## src/rtl/xm23_dev_pkg.sv

```systemverilog
// Shared XM23 device definitions: memory-mapped device offsets and timer CSR layout.
package xm23_dev_pkg;

   typedef enum logic [3:0] {
      DEV_KB_CSR   = 4'd0,
      DEV_KB_DATA  = 4'd1,
      DEV_SCR_CSR  = 4'd2,
      DEV_SCR_DATA = 4'd3,
      DEV_TMR_CSR  = 4'd4,
      DEV_TMR_DATA = 4'd5
   } dev_off_e;

   localparam int unsigned CSR_IE   = 0;
   localparam int unsigned CSR_DBA  = 2;
   localparam int unsigned CSR_OF   = 3;
   localparam int unsigned CSR_ENA  = 4;
   localparam int unsigned CSR_AUTO = 5;

   // Bits 1, 6 and 7 are unimplemented and always read as zero.
   function automatic logic [7:0] tmr_csr_pack(input logic ie, input logic dba,
                                               input logic of_flag, input logic ena,
                                               input logic auto_mode);
      logic [7:0] csr;
      csr           = '0;
      csr[CSR_IE]   = ie;
      csr[CSR_DBA]  = dba;
      csr[CSR_OF]   = of_flag;
      csr[CSR_ENA]  = ena;
      csr[CSR_AUTO] = auto_mode;
      return csr;
   endfunction

endpackage

```

## src/rtl/dev_timer_if.sv

```systemverilog
// CPU-side strobe/data bus of the interval timer device.
interface dev_timer_if;
   logic       csr_wr;
   logic       csr_rd;
   logic       data_wr;
   logic [7:0] wdata;
   logic [7:0] csr_o;
   logic [7:0] data_o;
   logic [7:0] cnt_o;
   logic       irq;

   modport master (
      output csr_wr, csr_rd, data_wr, wdata,
      input  csr_o, data_o, cnt_o, irq
   );

   modport slave (
      input  csr_wr, csr_rd, data_wr, wdata,
      output csr_o, data_o, cnt_o, irq
   );
endinterface

```

## src/rtl/dev_timer_tick_gen.sv

```systemverilog
// Prescaler: counts 0..PRESCALE-1 while enabled and flags the wrap cycle.
module tick_gen #(
   parameter int unsigned PRESCALE = 50000
) (
   input  logic Clock,
   input  logic Reset,
   input  logic clr,
   input  logic en,
   output logic tick
);

   localparam int unsigned W = (PRESCALE > 1) ? $clog2(PRESCALE) : 1;
   localparam logic [W-1:0] LAST = W'(PRESCALE - 1);

   logic [W-1:0] count_q, count_d;

   always_comb begin
      tick    = en && (count_q == LAST);
      count_d = count_q + 1'b1;
      if (clr || !en || tick) begin
         count_d = '0;
      end
   end

   always_ff @(posedge Clock) begin
      if (Reset) begin
         count_q <= '0;
      end else begin
         count_q <= count_d;
      end
   end

endmodule

```

## src/rtl/dev_timer.sv

```systemverilog
// XM23 interval timer: 8-bit down-counter clocked by a prescaled tick, with
// expiry/overrun flags, optional auto-reload and a level interrupt.
module dev_timer
   import xm23_dev_pkg::*;
#(
   parameter int unsigned PRESCALE = 50000
) (
   input logic        Clock,
   input logic        Reset,
   dev_timer_if.slave bus
);

   logic       ie_q, ie_d;
   logic       dba_q, dba_d;
   logic       of_q, of_d;
   logic       ena_q, ena_d;
   logic       auto_q, auto_d;
   logic       irq_q, irq_d;
   logic [7:0] cnt_q, cnt_d;
   logic [7:0] reload_q, reload_d;

   logic tick;
   logic start;
   logic expiry;

   tick_gen #(.PRESCALE(PRESCALE)) u_tick_gen (
      .Clock (Clock),
      .Reset (Reset),
      .clr   (start),
      .en    (ena_q),
      .tick  (tick)
   );

   always_comb begin
      start  = bus.csr_wr && !ena_q && bus.wdata[CSR_ENA];
      expiry = tick && (cnt_q == 8'd1);

      ie_d     = ie_q;
      ena_d    = ena_q;
      auto_d   = auto_q;
      cnt_d    = cnt_q;
      reload_d = reload_q;

      if (bus.csr_wr) begin
         ie_d   = bus.wdata[CSR_IE];
         ena_d  = bus.wdata[CSR_ENA];
         auto_d = bus.wdata[CSR_AUTO];
      end else if (expiry && !auto_q) begin
         ena_d = 1'b0;
      end

      // A counter of 0 decrements to 255, so reload 0 yields a 256-tick period.
      if (start) begin
         cnt_d = reload_q;
      end else if (expiry) begin
         cnt_d = auto_q ? reload_q : '0;
      end else if (tick) begin
         cnt_d = cnt_q - 8'd1;
      end

      // Expiry beats a coincident read; overrun is judged against pre-read DBA.
      if (expiry) begin
         dba_d = 1'b1;
         of_d  = dba_q || (of_q && !bus.csr_rd);
      end else if (bus.csr_rd) begin
         dba_d = 1'b0;
         of_d  = 1'b0;
      end else begin
         dba_d = dba_q;
         of_d  = of_q;
      end

      if (bus.data_wr) begin
         reload_d = bus.wdata;
      end

      irq_d = ie_d && dba_d;
   end

   always_ff @(posedge Clock) begin
      if (Reset) begin
         ie_q     <= 1'b0;
         dba_q    <= 1'b0;
         of_q     <= 1'b0;
         ena_q    <= 1'b0;
         auto_q   <= 1'b0;
         irq_q    <= 1'b0;
         cnt_q    <= '0;
         reload_q <= '0;
      end else begin
         ie_q     <= ie_d;
         dba_q    <= dba_d;
         of_q     <= of_d;
         ena_q    <= ena_d;
         auto_q   <= auto_d;
         irq_q    <= irq_d;
         cnt_q    <= cnt_d;
         reload_q <= reload_d;
      end
   end

   assign bus.csr_o  = tmr_csr_pack(ie_q, dba_q, of_q, ena_q, auto_q);
   assign bus.data_o = reload_q;
   assign bus.cnt_o  = cnt_q;
   assign bus.irq    = irq_q;

endmodule

```

## src/flat_wrapper.sv

```systemverilog
// flat-port wrapper written by rule: the top's interface ports become plain ports
module dev_timer_flat import xm23_dev_pkg::*;
#(
   parameter int unsigned PRESCALE = 50000
)
  (Clock, Reset, bus_csr_wr, bus_csr_rd, bus_data_wr, bus_wdata, bus_csr_o, bus_data_o, bus_cnt_o, bus_irq);
  dev_timer_if bus_i ();
  input logic Clock;
  input logic Reset;
  input wire logic [$bits(bus_i.csr_wr)-1:0] bus_csr_wr;
  input wire logic [$bits(bus_i.csr_rd)-1:0] bus_csr_rd;
  input wire logic [$bits(bus_i.data_wr)-1:0] bus_data_wr;
  input wire logic [$bits(bus_i.wdata)-1:0] bus_wdata;
  output wire logic [$bits(bus_i.csr_o)-1:0] bus_csr_o;
  output wire logic [$bits(bus_i.data_o)-1:0] bus_data_o;
  output wire logic [$bits(bus_i.cnt_o)-1:0] bus_cnt_o;
  output wire logic [$bits(bus_i.irq)-1:0] bus_irq;
  assign bus_i.csr_wr = bus_csr_wr;
  assign bus_i.csr_rd = bus_csr_rd;
  assign bus_i.data_wr = bus_data_wr;
  assign bus_i.wdata = bus_wdata;
  assign bus_csr_o = bus_i.csr_o;
  assign bus_data_o = bus_i.data_o;
  assign bus_cnt_o = bus_i.cnt_o;
  assign bus_irq = bus_i.irq;
  dev_timer #(.PRESCALE(PRESCALE)) u_core (.Clock(Clock), .Reset(Reset), .bus(bus_i));
endmodule
```

## config.mk

```make
export PLATFORM = sky130hd
export DESIGN_NAME = dev_timer_flat
export DESIGN_NICKNAME = d
export VERILOG_FILES = /design/src/rtl/xm23_dev_pkg.sv /design/src/rtl/dev_timer_if.sv /design/src/rtl/dev_timer_tick_gen.sv /design/src/rtl/dev_timer.sv /design/src/flat_wrapper.sv
export SDC_FILE = /design/constraint.sdc
export NUM_CORES = 1
export LEC_CHECK = 0
export ABC_AREA = 1
export ABC_CLOCK_PERIOD_IN_PS = 1700
export CAP_MARGIN = 0
export CORE_AREA = 8 8 71 97
export CTS_CLUSTER_SIZE = 24
export DETAILED_ROUTE_END_ITERATION = 7
export DIE_AREA = 0 0 79 105
export GPL_ROUTABILITY_DRIVEN = 0
export GPL_TIMING_DRIVEN = 0
export PLACE_DENSITY = 0.59
export SYNTH_ARGS = -nofsm -noshare
export SYNTH_HDL_FRONTEND = slang
export SYNTH_SLANG_ARGS = --single-unit
```

## constraint.sdc

```tcl
create_clock -name Clock -period 1.7 [get_ports Clock]
set_input_delay 0.17 -clock Clock [delete_from_list [all_inputs] [get_ports Clock]]
set_output_delay 0.17 -clock Clock [all_outputs]
set_load 0.01 [all_outputs]
```

Yosys cells after proc, flatten, opt, wreduce, memory -nomap -nowiden

Index checks and enable logic that the tools add are counted.
Widths: inputs -> output; s select.

Bits in registers: 38
Output and inout port bits: 25
Logic and storage cells: 41

Add/subtract/negate cells: 2
Eq/ne operators: 2
Muxes and demuxes: 11
Reduce and logical (&&, ||, !) cells: 17

Operators by type and width:

| operator              | count |
|---|---|
| $mux 8                | 4 |
| $add 16x1->16 const B | 1 |
| $eq 16x16->1 const B  | 1 |
| $eq 8x1->1 const B    | 1 |
| $sub 8x1->8 const B   | 1 |
| $logic_and 1x1->1     | 7 |
| $mux 1                | 7 |
| $reduce_bool 2->1     | 2 |
| $logic_not 1->1       | 3 |
| $logic_or 1x1->1      | 3 |
| $reduce_bool 3->1     | 1 |
| $reduce_or 2->1       | 1 |

Longest topological paths before layout

Depth in word-level cells: 6
Mapped depth: 10

Hierarchy

A second synthesis with hierarchy kept.

Cell total of the unflattened synthesis: 290
Area total of the unflattened synthesis: 1991.9 µm²

Modules (own cells, without submodules):

| module    | times used | cells each | area an instance (µm²) | sequential area each (µm²) |
|---|---|---|---|---|
| dev_timer | 1          | 171        | 1158.6                 | 440.4 |
| tick_gen  | 1          | 119        | 833.3                  | 320.3 |

Least setup slack after synthesis

Ideal clock, no wire load.

Path type: register to register
From: reg u_core.u_tick_gen.count_q[0]
To: reg u_core.u_tick_gen.count_q[8]
Library setup time: 126 ps
Arrival: 1231 ps
Data required time: 1574 ps
Path slack: 343 ps
Cell stages (with the launch flop): 8
Period minus slack after synthesis: 1357 ps
Path through: dfxtp_1 ha_1 nand3_1 nor2_2 nand3_2 nand2_1 buf_4 nor3_1

Cells in the longest elaborated chain, start to end: 4
Elaborated cells on any way between the ends: 5
Classes of those cells: add/sub: 1; eq/ne: 1; reduce/logical: 3

RTL lines:

| element                                               | line                     | source |
|---|---|---|
| start: declaration                                    | dev_timer_tick_gen.sv:15 | `logic [W-1:0] count_q, count_d;` |
| start signal: assignment                              | dev_timer_tick_gen.sv:29 | `count_q <= count_d;` |
| branches (longest 4 deep; another with $add 16x1->16) | --                       |  |

Several ways; the timed one is not identified.
A chain may end at the register's enable or synchronous reset.

Final worst setup path

From: reg u_core.u_tick_gen.count_q[0]
To: reg u_core.cnt_q[7] (netlist: u_core.bus.cnt_o[7])

Cells in the longest elaborated chain, start to end: 5
Elaborated cells on any way between the ends: 6
Classes of those cells: eq/ne: 1; mux: 2; reduce/logical: 3

RTL lines:

| element                | line                     | source |
|---|---|---|
| $eq 16x16->1 (*)       | dev_timer_tick_gen.sv:18 | `tick = en && (count_q == LAST);` |
| $logic_and 1x1->1 (*)  | dev_timer_tick_gen.sv:18 |  |
| $logic_and 1x1->1      | dev_timer.sv:36          | `expiry = tick && (cnt_q == 8'd1);` |
| $mux 8                 | dev_timer.sv:55          | `end else if (expiry) begin` |
| $mux 8                 | dev_timer.sv:53          | `if (start) begin` |
| end signal: assignment | dev_timer.sv:97          | `cnt_q <= cnt_d;` |
| end: declaration       | dev_timer.sv:19          | `logic [7:0] cnt_q, cnt_d;` |

Mark *: on every way between the ends. The rest lies on a longest branch, timed or not.

==> summary.md <==
| Metric | Value |
|---|---|
| GR Overflow Total | 0 |
| # rows | 32 |
| Synth Register Bits | 38 |
| Number of global-route vias before repair | 1988 |
| CTS tree | yes |
| Post-route setup slack | 0.163 ns |
| Fin crit share | 0.904 |
| Critical Path End | u_core.bus.cnt_o[7] |
| Least-Margin Pin Slew | 0.590 ns |
| CP endpoint kind | flop |
| Max-cap violations | 0 |
| Final Cell Area | 2640 um^2 |
| Drt pass-1 iters | 4 |
| RSZ-0062 raised after global routing | no |
| Total power | 0.00179 W |
| Dpl ws | -0.171 ns |
| CORE AREA | 5450 um^2 |
| Worst-path fanout max | 10 |
| Crit. Startpoint | u_core.u_tick_gen.count_q[0] |
| Achievable Freq | 651 MHz |
| First-pass GRT wire length | 9.01 mm |
| P&R area growth vs syn | 26.2% |
| Clock Latency Late Sink | 0.29 ns |
| Die height | 105 um |
| ANT cells | 0 |
| Total GRT Usage | 0.131 |
| Antenna Nets Post-Route | 0 |
| Horiz. Die Dim | 79 um |
| Synth Cell Area | 2090 um^2 |
| 1st-iter DRT viols | 52 |
| Commonest non-fill, non-tap cells in the layout | 85 x nand2_1, 43 x nor2_1, 39 x inv_1 |
| RR Startpoint | u_core.u_tick_gen.count_q[0] |
| Port Buffers | 33 |
| Status | finished, final reports clean |
| CTS sink cnt | 38 |
| Final Net Count | 374 |
| CP cell instances | ha_1 -> nand3_1 -> nor2_4 -> nand3_4 -> buf_6 -> nand3_1 -> nand2_1 -> inv_1 -> a21oi_2 |
| Cell Pwr Density | 678 nW/um^2 |
| Reg2reg end | u_core.bus.cnt_o[7] |
| Layout cells sized above 1 | 0.103 |
| Worst-path clk slew | 0.07 ns |
| Setup_tns | 0 ns |
| Unique cell type count in the Yosys netlist | 33 |
| CP Class | reg -> reg |
| CP arrival | 1.69 ns |
| Crit start category | flop |
| Flop2flop setup slack | 0.16 ns |
| Via count | 1996 |
| H-tree levels | 2 |
| # DRC | 0 |
| Worst vdd rail ir drop | 0.356 mV |
| Post-route minimum period | 1.54 ns |
| Most frequent CP cell | nand3_1 |
| Commonest non-fill, non-tap cell in the layout | nand2_1 |
| Setup bufs post-CTS | 0 |
| Fill cells | 614 |
| Most used DFF post-synth | dfxtp_1 |
| Slew headroom | 0.607 |
| Synth Warn # | 0 |
| Initial Utilization | 0.384 |
| Cell area after placement | 2520 um^2 |
| Largest net degree at the start of global routing | 12 |
| Total placed cells including tap cells | 419 |
| Post-DP HPWL | 4.09 mm |
| Initial antenna violation count | 0 |
| Die Area | 8300 um^2 |
| Final number of hold-violating endpoints | 0 |
| Avg WL per Cell | 12.1 um |
| Post-Route WL | 5.16 mm |
| Vias per inst | 4.67 |
| Async SR Flop Fraction | 0 |
| Worst Path Required | 1.85 ns |
| Hold Crit Class | in -> reg |
| Post-layout instance count excluding filler cells | 427 |
| Setup Viol. Count Final | 0 |
| Max Buffers Root-to-Sink | 2 |
| Num CTS Buffers | 5 |
| Reg2Reg Depth | 9 |
| Final Skew | 0.0120 ns |
| CP max stage delay | 0.36 ns |
| Crit-path slowest cell | dfxtp_1 |
| EDFF count, synth | 0 |
| Root Driver | clkbuf_8 |
| LEAKAGE | 1.07 nW |
| Cells after Synth | 316 |
| Seq/Total Area, Yosys | 0.363 |
| Max-slew violation count | 0 |
| Syn avg cell area | 6.62 um^2 |
| # IOs | 38 |
## synth_stat cells, types with 2 or more instances
master,instances,area share
o21ai_0,2,0.0048
nor2_1,44,0.079
nand2_2,2,0.0060
buf_1,2,0.0036
nand2_1,86,0.15
clkbuf_1,2,0.0036
a21oi_2,3,0.013
a21oi_1,21,0.050
nand3b_1,2,0.0072
nand3_1,19,0.045
dfxtp_1,38,0.36
nor3_1,7,0.017
inv_1,39,0.070
o211ai_1,5,0.018
nor3b_1,2,0.0072
xor2_1,6,0.025
nor2_2,8,0.024
nand4_1,3,0.0090
ha_1,3,0.018
buf_4,9,0.032
## worst max-delay path, delay by kind of cell (launching register included)
family | cells | cell delay, ns
adder cells (fa/ha/maj) | 1 | 0.20
AND/OR/NAND/NOR | 5 | 0.56
flip-flops | 1 | 0.36
AO/OA/AOI/OAI | 1 | 0.04
buffers and inverters | 2 | 0.24
## logic make-up after synthesis
group	Yosys count	synth area share
fa+ha+maj	3	0.0179
other cells	1	0.00179
xor+xnor	6	0.0251
compound gates	35	0.0992
simple gates	177	0.369
buf+inv	55	0.118
mux	1	0.00478
flops	38	0.363
## stage by stage
stage | hold slack [ns] | util
after floorplan | 0.248 | -
after global placement | 0.429 | 0.462
after detailed placement | 0.441 | 0.462
after CTS | 0.273 | 0.479
after global routing | 0.317 | 0.485
final | 0.275 | 0.485
## routing by layer
metal / vias to the layer above / part of all wire / GRT usage
met5: - / 0 / 0
li1: 1067 / - / -
met2: 29 / 0.53 / 0.239
met4: 0 / 0.016 / 0.0479
met1: 894 / 0.42 / 0.142
met3: 6 / 0.034 / 0.0274
## worst min-delay path by stage
| stage | cells after the start | end | start |
|---|---|---|---|
| 2_1_floorplan | 1 | u_core.bus.data_o[2] | Reset |
| 3_3_place_gp | 1 | u_core.u_tick_gen.count_q[0] | u_core.u_tick_gen.count_q[0] |
| 3_5_place_dp | 1 | u_core.u_tick_gen.count_q[0] | u_core.u_tick_gen.count_q[0] |
| 4_1_cts | 3 | u_core.bus.data_o[4] | bus_data_wr |
| 5_1_grt | 3 | u_core.bus.data_o[6] | bus_data_wr |
| 6_report | 3 | u_core.bus.data_o[1] | bus_data_wr |
## repair_timing
action / in CTS / in global routing
hold buffers: 0 / 0
endpoints found under the setup margin: 3 / 17
gates cloned: 0 / 0
pin swaps: 0 / 0
endpoints found under the hold margin: 0 / 0
resized for setup: 1 / 7
## report_power, final
part           switching [W]  internal [W]  leakage [nW]
registers          0.0000216      0.000910         0.309
clock network       0.000320      0.000327        0.0482
logic               0.000110      0.000103         0.714
total               0.000451       0.00134          1.07
## sequential cells by signal (all words and copies together), names as in the netlist
register and flops:
u_core.bus.irq 1, u_core.auto_q 1, u_core.ena_q 1, u_core.u_tick_gen.count_q 16
u_core.bus.data_o 8, u_core.of_q 1, u_core.dba_q 1, u_core.bus.cnt_o 8
u_core.ie_q 1
## layout make-up
cell class / instances / area [um^2] / area share
Multi-Input combinational cell: 225 / 1120 / 0.426
Clock buffer: 7 / 86.3 / 0.0327
Buffer: 14 / 93.8 / 0.0355
Sequential cell: 38 / 762 / 0.288
Tap cell: 68 / 85.1 / 0.0322
Clock inverter: 1 / 5.00 / 0.00189
Timing Repair Buffer: 33 / 330 / 0.125
Inverter: 41 / 154 / 0.0583
Power figures use the tool's default switching activity.
